[src/rtl/flush_ctrl.sv]
// Pipeline flush / redirect controller: decodes ID and EX control transfers into a
// per-stage squash vector and a valid/ready redirect to fetch, with a fetch-latency shadow.
//
// state    | meaning
// ---------+-------------------------------------------------------------
// S_IDLE   | no redirect outstanding; events are decoded and issued
// S_HOLD   | redirect offered but not yet accepted; IF squashed
// S_SHADOW | redirect accepted; IF squashed while fetch latency drains

module flush_ctrl #(
    parameter int XLEN      = 32,
    parameter int NSTAGE    = 2,
    parameter int ID_STAGE  = 1,
    parameter int EX_STAGE  = 2,
    parameter int FETCH_LAT = 1,
    parameter int CNT_W     = 16
) (
    input  logic              clk,
    input  logic              rst,
    input  logic              i_id_valid,
    input  logic              i_jump,
    input  logic [XLEN-1:0]   i_jump_target,
    input  logic              i_ex_valid,
    input  logic              i_bne,
    input  logic              i_jr,
    input  logic [XLEN-1:0]   i_ex_target,
    input  logic              i_redirect_ready,
    output logic              o_redirect_valid,
    output logic [XLEN-1:0]   o_redirect_pc,
    output logic [NSTAGE-1:0] o_flush,
    output logic              o_busy,
    output logic [CNT_W-1:0]  o_redirect_count
);

    localparam int SH_W = (FETCH_LAT < 2) ? 1 : $clog2(FETCH_LAT + 1);
    localparam logic [SH_W-1:0]   SH_LOAD    = SH_W'(FETCH_LAT);
    localparam logic [SH_W-1:0]   SH_ONE     = SH_W'(1);
    localparam logic [NSTAGE-1:0] EARLY_MASK = NSTAGE'((64'd1 << ID_STAGE) - 64'd1);
    localparam logic [NSTAGE-1:0] LATE_MASK  = NSTAGE'((64'd1 << EX_STAGE) - 64'd1);
    localparam logic [NSTAGE-1:0] IF_MASK    = NSTAGE'(1);
    localparam logic [CNT_W-1:0]  CNT_MAX    = {CNT_W{1'b1}};
    localparam logic [CNT_W-1:0]  CNT_ONE    = CNT_W'(1);

    typedef enum logic [1:0] {
        S_IDLE   = 2'd0,
        S_HOLD   = 2'd1,
        S_SHADOW = 2'd2
    } state_t;

    state_t            r_state;
    state_t            w_state_nxt;
    logic [XLEN-1:0]   r_held_pc;
    logic [XLEN-1:0]   w_held_nxt;
    logic [SH_W-1:0]   r_sh_cnt;
    logic [SH_W-1:0]   w_sh_nxt;
    logic [CNT_W-1:0]  r_redirect_count;

    logic              w_late;
    logic              w_early;
    logic              w_new_evt;
    logic              w_valid;
    logic              w_accept;
    logic [XLEN-1:0]   w_pc;
    logic [NSTAGE-1:0] w_flush;

    // The EX instruction is older than the ID one, so a late event masks an early one.
    assign w_late  = i_ex_valid & (i_bne | i_jr);
    assign w_early = i_id_valid & i_jump & ~w_late;

    always_comb begin
        w_state_nxt = r_state;
        w_held_nxt  = r_held_pc;
        w_sh_nxt    = r_sh_cnt;
        w_new_evt   = 1'b0;
        w_valid     = 1'b0;
        w_pc        = r_held_pc;
        w_flush     = '0;

        case (r_state)
            S_IDLE: begin
                w_new_evt = w_late | w_early;
            end
            S_HOLD: begin
                w_valid = 1'b1;
                w_flush = IF_MASK;
                if (w_late) begin
                    w_flush    = LATE_MASK;
                    w_pc       = i_ex_target;
                    w_held_nxt = i_ex_target;
                end
                if (i_redirect_ready) begin
                    if (FETCH_LAT > 0) begin
                        w_state_nxt = S_SHADOW;
                        w_sh_nxt    = SH_LOAD;
                    end else begin
                        w_state_nxt = S_IDLE;
                    end
                end
            end
            S_SHADOW: begin
                w_flush = IF_MASK;
                if (w_late) begin
                    w_new_evt = 1'b1;
                end else begin
                    w_sh_nxt = r_sh_cnt - SH_ONE;
                    if (r_sh_cnt <= SH_ONE) begin
                        w_state_nxt = S_IDLE;
                    end
                end
            end
            default: begin
                w_state_nxt = S_IDLE;
            end
        endcase

        // New redirect from IDLE, or a late event cutting a shadow short.
        if (w_new_evt) begin
            w_valid = 1'b1;
            if (w_late) begin
                w_flush = LATE_MASK;
                w_pc    = i_ex_target;
            end else begin
                w_flush = EARLY_MASK;
                w_pc    = i_jump_target;
            end
            if (i_redirect_ready) begin
                if (FETCH_LAT > 0) begin
                    w_state_nxt = S_SHADOW;
                    w_sh_nxt    = SH_LOAD;
                end else begin
                    w_state_nxt = S_IDLE;
                end
            end else begin
                w_held_nxt  = w_pc;
                w_state_nxt = S_HOLD;
            end
        end
    end

    assign w_accept = w_valid & i_redirect_ready;

    always_ff @(posedge clk or posedge rst) begin
        if (rst) begin
            r_state          <= S_IDLE;
            r_held_pc        <= '0;
            r_sh_cnt         <= '0;
            r_redirect_count <= '0;
        end else begin
            r_state   <= w_state_nxt;
            r_held_pc <= w_held_nxt;
            r_sh_cnt  <= w_sh_nxt;
            if (w_accept && (r_redirect_count != CNT_MAX)) begin
                r_redirect_count <= r_redirect_count + CNT_ONE;
            end
        end
    end

    // Reset forces the squash/handshake outputs quiet even while event inputs toggle.
    assign o_redirect_valid = w_valid & ~rst;
    assign o_redirect_pc    = w_pc;
    assign o_flush          = rst ? '0 : w_flush;
    assign o_busy           = (r_state != S_IDLE) & ~rst;
    assign o_redirect_count = r_redirect_count;

endmodule

[config.mk]
export PLATFORM = sky130hd
export DESIGN_NAME = flush_ctrl
export DESIGN_NICKNAME = d
export VERILOG_FILES = /design/src/rtl/flush_ctrl.sv
export SDC_FILE = /design/constraint.sdc
export NUM_CORES = 1
export LEC_CHECK = 0
export CORE_ASPECT_RATIO = 1.5
export CORE_UTILIZATION = 39
export DETAILED_ROUTE_END_ITERATION = 12
export PLACE_DENSITY = 0.78
export SYNTH_ARGS = -nofsm -noshare
export SYNTH_HDL_FRONTEND = slang
export SYNTH_SLANG_ARGS = --single-unit
[constraint.sdc]
create_clock -name clk -period 2.2 [get_ports clk]
set_input_delay 0.33 -clock clk [delete_from_list [all_inputs] [get_ports clk]]
set_output_delay 0.33 -clock clk [all_outputs]
set_load 0.02 [all_outputs]
# ---- Yosys cells after proc, flatten, opt, wreduce, memory -nomap -nowiden
# Cells that the tools add are included.
# W data, S select, Z words.
dict set report word_totals {
  reg_bits 51
  word_cells 53
  input_bits 72
}
dict set report op_classes {
  muxes 25
  bitwise_logic 10
  order_cmp 1
  eq_ne 7
  n_addsub 2
  reduce_logical 4
}
# operator n
set op_table {}
lappend op_table {{$mux W32} 6}
lappend op_table {{$add A16 B1 Y16 const B} 1}
lappend op_table {{$mux W2} 8}
lappend op_table {{$ne A16 B16 Y1 const B} 1}
lappend op_table {{$ne A3 B3 Y1 const B} 3}
lappend op_table {{$mux W1} 7}
lappend op_table {{$and A1 B1 Y1} 6}
lappend op_table {{$pmux W2 S3} 1}
lappend op_table {{$pmux W1 S2} 2}
lappend op_table {{$pmux W2 S2} 1}
lappend op_table {{$reduce_and A4 Y1} 1}
lappend op_table {{$eq A2 B1 Y1 const B} 1}
lappend op_table {{$eq A2 B2 Y1 const B} 1}
lappend op_table {{$logic_not A2 Y1} 1}
lappend op_table {{$ne A2 B2 Y1 const B} 1}
lappend op_table {{$not A1 Y1} 2}
lappend op_table {{$or A1 B1 Y1} 2}
lappend op_table {{$reduce_bool A2 Y1} 1}
lappend op_table {{$le A1 B1 Y1 const B} 1}
lappend op_table {{$logic_and A1 B1 Y1} 1}
lappend op_table {{$sub A1 B1 Y1 const B} 1}

# ---- Logic depth before layout (Yosys ltp)
dict set report logic_depth {
  word_depth 9
  mapped_depth 10
}

# ---- Worst setup path after synthesis
# Ideal clock, no wire load.
dict set report synth_path {
  path_kind {flip-flop to output port}
  from {register r_state[0]}
  to {output o_redirect_pc[22]}
  n_path_buf 1
  stages_incl_launch_ff 7
  slack_ns -0.086
  arrival_time_ns 1.956
  required_time_ns 1.870
  path_cell_list {dfrtp_1 inv_1 ha_1 o31ai_1 clkbuf_1 o22ai_1 nor2_1}
}
dict set report synth_via {
  elab_chain_len 3
  word_cells_on_any_way 6
}
# item line_no
set synth_rtl {}
lappend synth_rtl {{from (decl)} 50} ;# state_t r_state;
lappend synth_rtl {{from (signal assigned)} 149} ;# r_state <= w_state_nxt;
lappend synth_rtl {{$eq A2 B2 Y1, or another cell as far along} 79} ;# case (r_state)
lappend synth_rtl {{$pmux W1 S2 / $mux W32 (equally long branches)} 79}
lappend synth_rtl {{$mux W32 (*)} 117} ;# if (w_new_evt) begin
lappend synth_rtl {{to (decl)} 29} ;# output logic [XLEN-1:0] o_redirect_pc,
# Mark *: on every way between the ends. The rest lies on a longest branch, timed or not.

# ---- Worst setup path after layout
dict set report layout_path {
  from {register r_state[0]}
  to {output o_redirect_pc[23]}
}
# The elaborated chain is that of the path after synthesis.

==> results.txt <==
In the post-route analysis, the smallest setup slack over all paths is -0.125 ns. The routed design has roughly 11000 um of wire. Based on the critical path, the design can be clocked at up to 0.430 GHz. The floorplan has 38 rows. The netlist area before placement came out at 0.00290 sq mm. After clock tree synthesis, the flow added hold-fix buffers numbering 0.

Data arrives at the worst endpoint at 1.99 ns. The first-pass detailed-route iteration total came out at 4. The final reports fail on setup timing. The worst register-to-register path begins at r_state[1]. Global routing finished with a remaining overflow of 0. The area taken by flip-flops and latches came out at approximately 0.0013 sq mm. The cell count of the worst hold path came out at 1. Dividing total power by cell area gives a power density of 1260 mW/mm^2. Dividing the final minimum period by the clock period gives 1.06.

The instance count of the mapped netlist came out at between 300 and 400. Routability-driven placement finished with a final weighted congestion of approximately 0.82. The count of pins over their slew limit is 0. Setup repair after global routing could not meet its margin everywhere. The largest clock skew in the final design is 0.00656 ns. The peak supply drop came out at 0.690 mV. In the post-synthesis netlist, the biggest area contributors are dfrtp_1, nor2_1, o22ai_1. The hold slack came out at 0.503 ns. For this design, the sink count on the clock tree is 50.

The post-route minimum period is ~2.3 ns. The share of the synthesized area in the top cell type is 0.432. The number of global-route vias before repair is 3137.

Before CTS, the worst setup slack after placement is -0.437 ns. The area overhead of the layout relative to synthesis came out at 86.7%. The die outline width is 72.4 um. Summing all multi-input logic gate instances after layout gives 0.00210 sq mm. The distinct cell type count of the synthesized netlist is 35.

In the routed layout, each cell is associated on average with a via count of about 5.4. The share of flip-flops with an asynchronous set or reset after synthesis came out at 1.00. The count of pins on the block boundary is 124. The wire length on met1 is 3990 um. The amount of wire on met2 after detailed routing is 6040 um. The clock transition time at the flip-flop clock pins of the worst setup and hold paths is roughly 0.09 ns.

The worst hold path terminates at o_redirect_count[4]. The number of diodes added for antenna fixing came out at 0. The category of the critical setup timing path is register to output pin. The total nets after synthesis came out at approximately 420. After floorplanning, the core was sized to cover 0.00723 sq mm.

The number of enable-type register cells in the synthesized netlist came out at 0. The worst-margin pin slew came out at 0.645 ns. In this run the tightest slew margin relative to its limit is 0.570.

The static leakage is 2.12 nW. The synthesis-stage register bit count is 50. The violation count after the first detailed-route iteration is 180. The residual antenna-violating net count after detailed routing is 0.

The die height is 108 um. The starting density of the core came out at 0.401. Entering global routing, the biggest net connects roughly 50 pins. The reg-to-reg setup timing slack came out at -0.03 ns. The class of the most critical hold timing path is register to register.

The number of fillers in the final layout is 509. TritonCTS built the clock tree. The number of levels in the clock H-tree came out at 2. The die area came out at ~0.0078 sq mm.

Leaving out fill and tap cells, the most frequent cells in the layout are nor2_1, clkdlybuf4s50_1, dfrtp_1. In this run the most critical hold path is launched from o_redirect_count[4]. The number of buffers added on ports came out at 123. The final hold violation count is 0. The root buffer cell chosen for the clock tree is clkbuf_8. The length in cells of the worst reg-to-reg path is 10. In this run the top signal layer used is met4. The clock latency on the worst-skew pair came out at ~0.30 ns.

The critical path data required time is about 1.9 ns. The fraction of layout instances using a drive strength above 1 came out at 0.408. The maximum net fanout on the critical path is 9. The net count reported at finish is 578. The startpoint class of the critical path is a register. The run finished, with violations left. The post-synthesis area per instance is 8.32 sq um. The detailed placement HPWL is 6390 um.

After detailed routing, the average wire length per cell comes to 17.9 um. Setup violations remaining at the end of the flow were counted as 38. In this run, CTS created clock tree buffers numbering 5.

For this run, the total global-route usage over all layers was measured as 0.233. The max-cap violation count came out at 0. The fraction of the yosys area taken by sequential cells is 0.432. The via total after detailed routing came out at approximately 3300. The detailed-routed wire length on met3 came out at 438 um. The critical path endpoint category is an output pin. The post-detailed-route DRC marker count is 0. The endpoint identified for the worst register-to-register timing path is r_held_pc[13]. The biggest area contributor in the post-synthesis netlist is dfrtp_1.

The number of antenna violations at the first check in global routing is 0. Among all flip-flop cells after synthesis, the most frequent one is dfrtp_1. The global-route wire length before repair came out at 14300 um. The clock passes through at most 2 buffers. The count of synthesis-stage warnings from yosys is 0.
[worst max-delay path by stage]
stage	from	end	slack [ns]	depth (start not counted)
floorplan	r_state[0]	o_redirect_pc[22]	-0.07	8
global placement	i_jr	o_flush[1]	-0.48	7
detailed placement	i_jr	o_redirect_pc[31]	-0.44	7
CTS	r_state[1]	o_redirect_pc[31]	-0.07	9
global route	r_state[0]	o_redirect_pc[5]	-0.20	9
finish	r_state[0]	o_redirect_pc[23]	-0.12	9
[cell type report]
type | count | area share
Tap cell | 100 | 0.0231
Multi-Input combinational cell | 271 | 0.389
Sequential cell | 50 | 0.231
Clock inverter | 1 | 0.00555
Clock buffer | 7 | 0.0141
Timing Repair Buffer | 169 | 0.333
Inverter | 5 | 0.00347
[registers in the layout, summed over array words and instances, names as in the netlist]
name and cells:
r_state 2, o_redirect_count 16, r_held_pc 32
[metrics by stage]
| stage | area [sq um] | instances | util | setup TNS [ns] | power (mW) |
|---|---|---|---|---|---|
| finish | 5410 | 603 | 0.748 | -3.46 | 6.83 |
| CTS | 4840 | 597 | 0.670 | -1.58 | 6.20 |
| global placement | 4490 | 577 | 0.621 | -14.94 | 5.08 |
| detailed placement | 4490 | 577 | 0.621 | -16.88 | 5.15 |
| floorplan | 2970 | 348 | - | -0.0668 | 3.53 |
| global route | 5410 | 603 | 0.748 | -6.72 | 7.20 |
[power breakdown]
| group | internal [mW] | total, mW | switching [mW] |
|---|---|---|---|
| Combinational | 2.28 | 4.64 | 2.37 |
| Clock | 0.341 | 0.638 | 0.297 |
| Sequential | 1.28 | 1.56 | 0.278 |
[Yosys cell counts, types with 2 or more instances]
library cell  instances
dfrtp_1              50
nor2_1              135
o22ai_2              12
inv_1                 5
o22ai_1              53
o21ai_0               2
buf_6                 3
nand4b_1              2
buf_2                 7
and2_1                3
xnor2_1              15
nand4_1               7
nand3_1               6
nand2_1              10
nor3_1                2
and3_1                4
ha_1                  4
clkbuf_1             11
[critical path: stages (launching register included)]
cell     delay (ns)
dfrtp_1        0.37
inv_2          0.07
ha_2           0.20
buf_4          0.15
o22ai_4        0.21
nand2_4        0.13
buf_12         0.18
nor2_1         0.17
nor2_2         0.05
buf_4          0.15
[routing by layer]
metal,track usage,up-vias
met1,0.268,1593
met4,0.0840,0
met2,0.431,133
met3,0.0281,26
li1,-,1531
met5,0,-
[repair_timing]
item,CTS,global route
cloned,3,5
buffers inserted,9,1
endpoints found under the setup margin,68,67
endpoints found under the hold margin,0,0
pin swaps,17,21
gates resized for setup,224,86
[cell families (layout without fill, tap and decap cells)]
logic type	Yosys count	in the layout	synth area share
and+or+nand+nor	176	176	0.260
AOI/OAI and AO/OA	74	74	0.188
muxes	2	2	0.0117
DFF	50	50	0.432
adders and majority gates	4	4	0.0173
buffers and inverters	27	182	0.0462
xor gates and xnor gates	15	15	0.0454
Power figures use the tool's default switching activity.
==> RTL edit 1 (config.mk and constraints unchanged) <==
The 3 states of `state_t` get a one-hot encoding in 3 bits.
--- a/src/rtl/flush_ctrl.sv
+++ b/src/rtl/flush_ctrl.sv
@@ -41,10 +41,10 @@
     localparam logic [CNT_W-1:0]  CNT_MAX    = {CNT_W{1'b1}};
     localparam logic [CNT_W-1:0]  CNT_ONE    = CNT_W'(1);
 
-    typedef enum logic [1:0] {
-        S_IDLE   = 2'd0,
-        S_HOLD   = 2'd1,
-        S_SHADOW = 2'd2
+    typedef enum logic [2:0] {
+        S_IDLE   = 3'b001,
+        S_HOLD   = 3'b010,
+        S_SHADOW = 3'b100
     } state_t;
 
     state_t            r_state;
Formal check against the unedited RTL: no difference found for any inputs over 4 cycles, from zero or initial values and one cycle with rst high; so few cycles prove little.
==> RTL edit 1 against the original RTL <==
The flow still finishes with violations (negative setup slack); first-iteration DRC count rose by 68%; sequential cell count rose by 1; clock skew rose by 1.5 ps; area after synthesis fell by 1.2%; design area fell by 8.4%; critical endpoint is now o_redirect_pc[30]; non-clock buffer count rose by 4; power fell by 17%; die area fell by 1.2%; worst setup slack got worse by 320 ps; largest power group unchanged; utilization fell by 4.0 points; largest cell class is now buffers; wire length fell by 6.4%; sequential share of layout area rose by 2.7 points; critical path type unchanged; sequential power fell by 3%.
==> RTL edit 1: results (changes against the original RTL) <==
cpMaxStageDelayCell: "dfstp_2"  # was dfrtp_1
grt_pass1_vias: 3222  # was 3137
synth_common_cells: "67 x nand2_1, 50 x dfrtp_1, 39 x inv_1"  # was 135 x nor2_1, 53 x o22ai_1, 50 x dfrtp_1
placed_cells: 559  # was 577
powerComb_w: 0.00349  # was 0.00464 W
num_vias: 3268  # was 3283
synth.area.top_cells: "dfrtp_1 44%, a222oi_1 12%, nand2_1 8.8%, a22oi_1 8.1%, inv_1 5.1%"  # was dfrtp_1 43%, nor2_1 17%, o22ai_1 11%, o22ai_2 5.2%, xnor2_1 4.5%
routed-wl-met2_mm: 5.44  # was 6.04 mm
layout.nets: 554  # was 578
status: "finished with violations"  # unchanged
synth_cells: 320  # was 348
skew_ps: 8.10  # was 6.56 ps
ys_types: 39  # was 35
path_max_fanout: 14  # was 9
p_leak_nw: 2.45  # was 2.12 nW
layout_setup_ws_ps: -444  # was -125 ps
crit_start: "r_state[0]"  # unchanged
cp.depth: 7  # was 9
critical_path.top_delay_family: "compound AO/OA/AOI/OAI gates"  # was buffers and inverters
grtUsageMet1_pct: 28.7  # was 26.8%
met3_length_um: 558  # was 438 um
cp_data_arrival_time_ps: 2310  # was 1990 ps
ff2ff_path_depth: 9  # was 10
drive_gt1_share_pct: 27.2  # was 40.8%
first_pass_iters: 6  # was 4
grtUsageMet2_pct: 44.5  # was 43.1%
fillCellCount: 534  # was 509
gp_congestion: 0.835  # was 0.820
powerSeq_w: 0.00151  # was 0.00156 W
synth_top_area_share_pct: 43.7  # was 43.2%
ff2ff_setup_slack_ps: -360  # was -30 ps
critPathCapture: "o_redirect_pc[30]"  # was o_redirect_pc[23]
gr-usage-met3_pct: 3.76  # was 2.81%
grt_max_degree: 52  # was 51
viasPerCell: 5.64  # was 5.44
grtUsageTotal_pct: 24.7  # was 23.3%
htree_num_levels: 2  # unchanged
clock_latency_ps: 300  # about the same
whs_path_depth: 2  # was 1
drt-met1-wl_mm: 3.90  # was 3.99 mm
hold_path_class: "flip-flop to flip-flop"  # unchanged
setup_viol: 40  # was 38
syn_nets: 393  # was 424
r2r_end: "o_redirect_count[14]"  # was r_held_pc[13]
wire_per_inst_um: 17.5  # was 17.9 um
slowest_delay_ps: 540  # was 370 ps
dp_hpwl_mm: 6.55  # was 6.39 mm
dp_slack_ps: -584  # was -437 ps
r2r_start: "r_state[0]"  # was r_state[1]
ir_drop_uv: 612  # was 690 uV
intPower_w: 0.00330  # was 0.00389 W
p_sw_share_pct: 41.6  # was 43.0%
ys_seq_area_share_pct: 44.6  # was 43.2%
max-slew-margin-rel_pct: 51.0  # was 57.0%
grt_pass1_wl_mm: 14.9  # was 14.3 mm
fin_setup_tns_ps: -12020  # was -3460 ps
violations: "negative setup slack"  # unchanged
drt_iter0_drc: 302  # was 180
[RTL edit 1: changes by cell type after synthesis, sizes merged, moves of 4 or more]
cell,delta
xnor2,-12
nor3,+5
o22ai,-65
clkbuf,+6
a22oi,+31
a222oi,+33
a21oi,+5
nand2,+57
xor2,+10
or3b,+4
inv,+34
buf,-9
nor2,-125
[RTL edit 1: cell type report]
| class | instances | area, sq um | area share, % |
|---|---|---|---|
| Inverter | 39 | 146 | 2.96 |
| Tap cell | 97 | 121 | 2.45 |
| Multi-Input combinational cell | 211 | 1590 | 32.0 |
| Timing Repair Buffer | 173 | 1710 | 34.6 |
| Clock buffer | 7 | 76.3 | 1.54 |
| Clock inverter | 1 | 30.0 | 0.606 |
| Sequential cell | 51 | 1280 | 25.8 |
[RTL edit 1: worst min-delay path by stage]
stage	start	to	slack, ps
2_1_floorplan	i_redirect_ready	r_state[1]	400
3_3_place_gp	r_held_pc[7]	r_held_pc[7]	450
3_5_place_dp	r_held_pc[13]	r_held_pc[13]	460
4_1_cts	r_held_pc[13]	r_held_pc[13]	480
5_1_grt	r_held_pc[16]	r_held_pc[16]	500
6_report	r_held_pc[10]	r_held_pc[10]	480
[RTL edit 1: repair_timing]
item,4_1_cts,5_1_grt
pin swaps,25,30
gates cloned,1,3
buffers inserted,3,5
resized for setup,162,52
endpoints found under the setup margin,39,60
[RTL edit 1: cell families (layout without fill, tap and decap cells)]
kind of cell,count (synthesis),after routing,synth area share (%)
XOR/XNOR,13,13,3.98
multiplexers,3,3,1.31
flip-flops,51,51,44.6
AND/OR/NAND/NOR,115,115,18.7
adder cells (fa/ha/maj),1,1,0.437
AO/OA/AOI/OAI,79,79,23.3
buffers and inverters,58,220,7.65
==> RTL edit 2 (config.mk and constraints unchanged) <==
Made on the original files. `XLEN`: 32 -> 64.
--- a/src/rtl/flush_ctrl.sv
+++ b/src/rtl/flush_ctrl.sv
@@ -8,7 +8,7 @@
 // S_SHADOW | redirect accepted; IF squashed while fetch latency drains
 
 module flush_ctrl #(
-    parameter int XLEN      = 32,
+    parameter int XLEN      = 64,
     parameter int NSTAGE    = 2,
     parameter int ID_STAGE  = 1,
     parameter int EX_STAGE  = 2,
Ports: changed (resized i_ex_target, i_jump_target and o_redirect_pc); port bits go from 124 to 220. No check against the original RTL was run, so the function may have changed too.
==> RTL edit 2 against the original RTL <==
The flow still finishes with violations (negative setup slack); power grew 79%; worst hold slack gained 12 ps; clock power grew 150%; cell count grew 67%; design area grew 62%; area after synthesis grew 60%; sequential cell count grew 32; worst setup slack lost 140 ps; wire length grew 72%.
==> RTL edit 2: results (changes against the original RTL) <==
synth_cells: 600  # was 348
largest_register_ffs: 64  # was 32
grt_pass1_wl_mm: 28.1  # was 14.3 mm
status: "finished with violations"  # unchanged
drive_gt1_share_pct: 36.5  # was 40.8%
wire_per_inst_um: 18.5  # was 17.9 um
p_leak_nw: 3.46  # was 2.12 nW
cts.clk_slew.worst_paths_ps: 60  # was 90 ps
skew_ps: 10.1  # was 6.56 ps
antenna_found_initial: 1  # was 0
place_area_sq_um: 7410  # was 4490 sq um
synth.area.top_cells: "dfrtp_1 44%, nor2_1 22%, o22ai_1 17%, clkbuf_1 2.3%, xor2_1 2.1%"  # was dfrtp_1 43%, nor2_1 17%, o22ai_1 11%, o22ai_2 5.2%, xnor2_1 4.5%
placed_cells: 966  # was 577
setup_viol: 66  # was 38
layout.nets: 991  # was 578
violations: "negative setup slack"  # unchanged
layout_setup_ws_ps: -264  # was -125 ps
grt_max_degree: 50  # was 51
drt_iter0_drc: 244  # was 180
htree_num_levels: 3  # was 2
max-slew-margin-rel_pct: 60.7  # was 57.0%
final_cells: 1005  # was 603
gp_congestion: 0.817  # was 0.820
cts_buffers: 9  # was 5
syn_nets: 740  # was 424
fillCellCount: 810  # was 509
-- RTL edit 2: cell types whose count changed in the layout (fill, tap and decap cells not counted), moves of 22 or more --
cell | before | now
nor2_4 | 1 | 43
nor2_2 | 47 | 83
clkdlybuf4s50_1 | 87 | 151
o22ai_1 | 15 | 109
nor2_1 | 87 | 142
buf_6 | 32 | 54
dfrtp_1 | 50 | 82
-- RTL edit 2: layout make-up --
cell class | count | area, sq um | area share, %
clock buffers | 10 | 229 | 2.62
inverters | 6 | 26.3 | 0.301
well taps | 150 | 188 | 2.15
multi-input cells | 472 | 3160 | 36.1
clock inverters | 5 | 80.1 | 0.916
flip-flops and latches | 82 | 2050 | 23.5
repair buffers | 280 | 3010 | 34.4
-- RTL edit 2: power by group --
part / leakage, nW / internal [W] / switching (W)
combinational: 2.38 / 0.00382 / 0.00411
clock: 0.145 / 0.000985 / 0.000580
sequential: 0.933 / 0.00215 / 0.000606
-- RTL edit 2: critical path: stages (launching register included) --
cell,delay [ps]
dfrtp_1,360
inv_2,70
buf_6,120
ha_4,170
or2_4,250
o21ai_4,80
nand2_4,120
buf_12,160
buf_16,150
nor2_4,130
nor2_2,50
buf_6,130
-- RTL edit 2: through the flow --
stage	hold WS (ps)	TNS, ps
final	515	-14160
after global routing	533	-18460
after CTS	515	-13050
after detailed placement	500	-31980
after global placement	483	-28970
after floorplan	440	-4190
-- RTL edit 2: what timing repair did --
action / 4_1_cts / 5_1_grt
gates resized for setup: 486 / 55
setup buffers: 9 / 8
pin swaps: 9 / 19
gates cloned: 8 / 2
endpoints found under the setup margin: 111 / 106
-- RTL edit 2: final timing paths --
kind | endpoint | slack, ps | depth (start not counted)
setup / recovery | o_redirect_pc[19] | -260 | 11
hold / removal | r_held_pc[0] | 520 | 2
setup reg to reg | r_held_pc[51] | 50 | 11
hold reg to reg | r_held_pc[0] | 520 | 2
max in group asynchronous | r_state[1] | 1140 | 4
min in group asynchronous | r_held_pc[54] | 670 | 4
-- RTL edit 2: logic make-up (layout without fill, tap and decap cells) --
logic type      after synthesis  in the layout  synth area share, %
buf+inv                      46            301                 4.24
fa+ha+maj                     4              4                 1.08
simple gates                306            306                 26.8
compound gates              147            147                 20.6
xor+xnor                     13             13                 2.46
flops                        82             82                 44.3
mux                           2              2                0.486
-- RTL edit 2: routing by layer --
metal	share of wire (%)	GRT usage, %	up-vias	routed length (um)
met5	0.070	0	-	13
met4	4.4	16.8	2	818
met3	4.6	3.70	61	855
met2	55	55.8	242	10300
met1	36	29.0	2747	6600
li1	-	-	2617	-
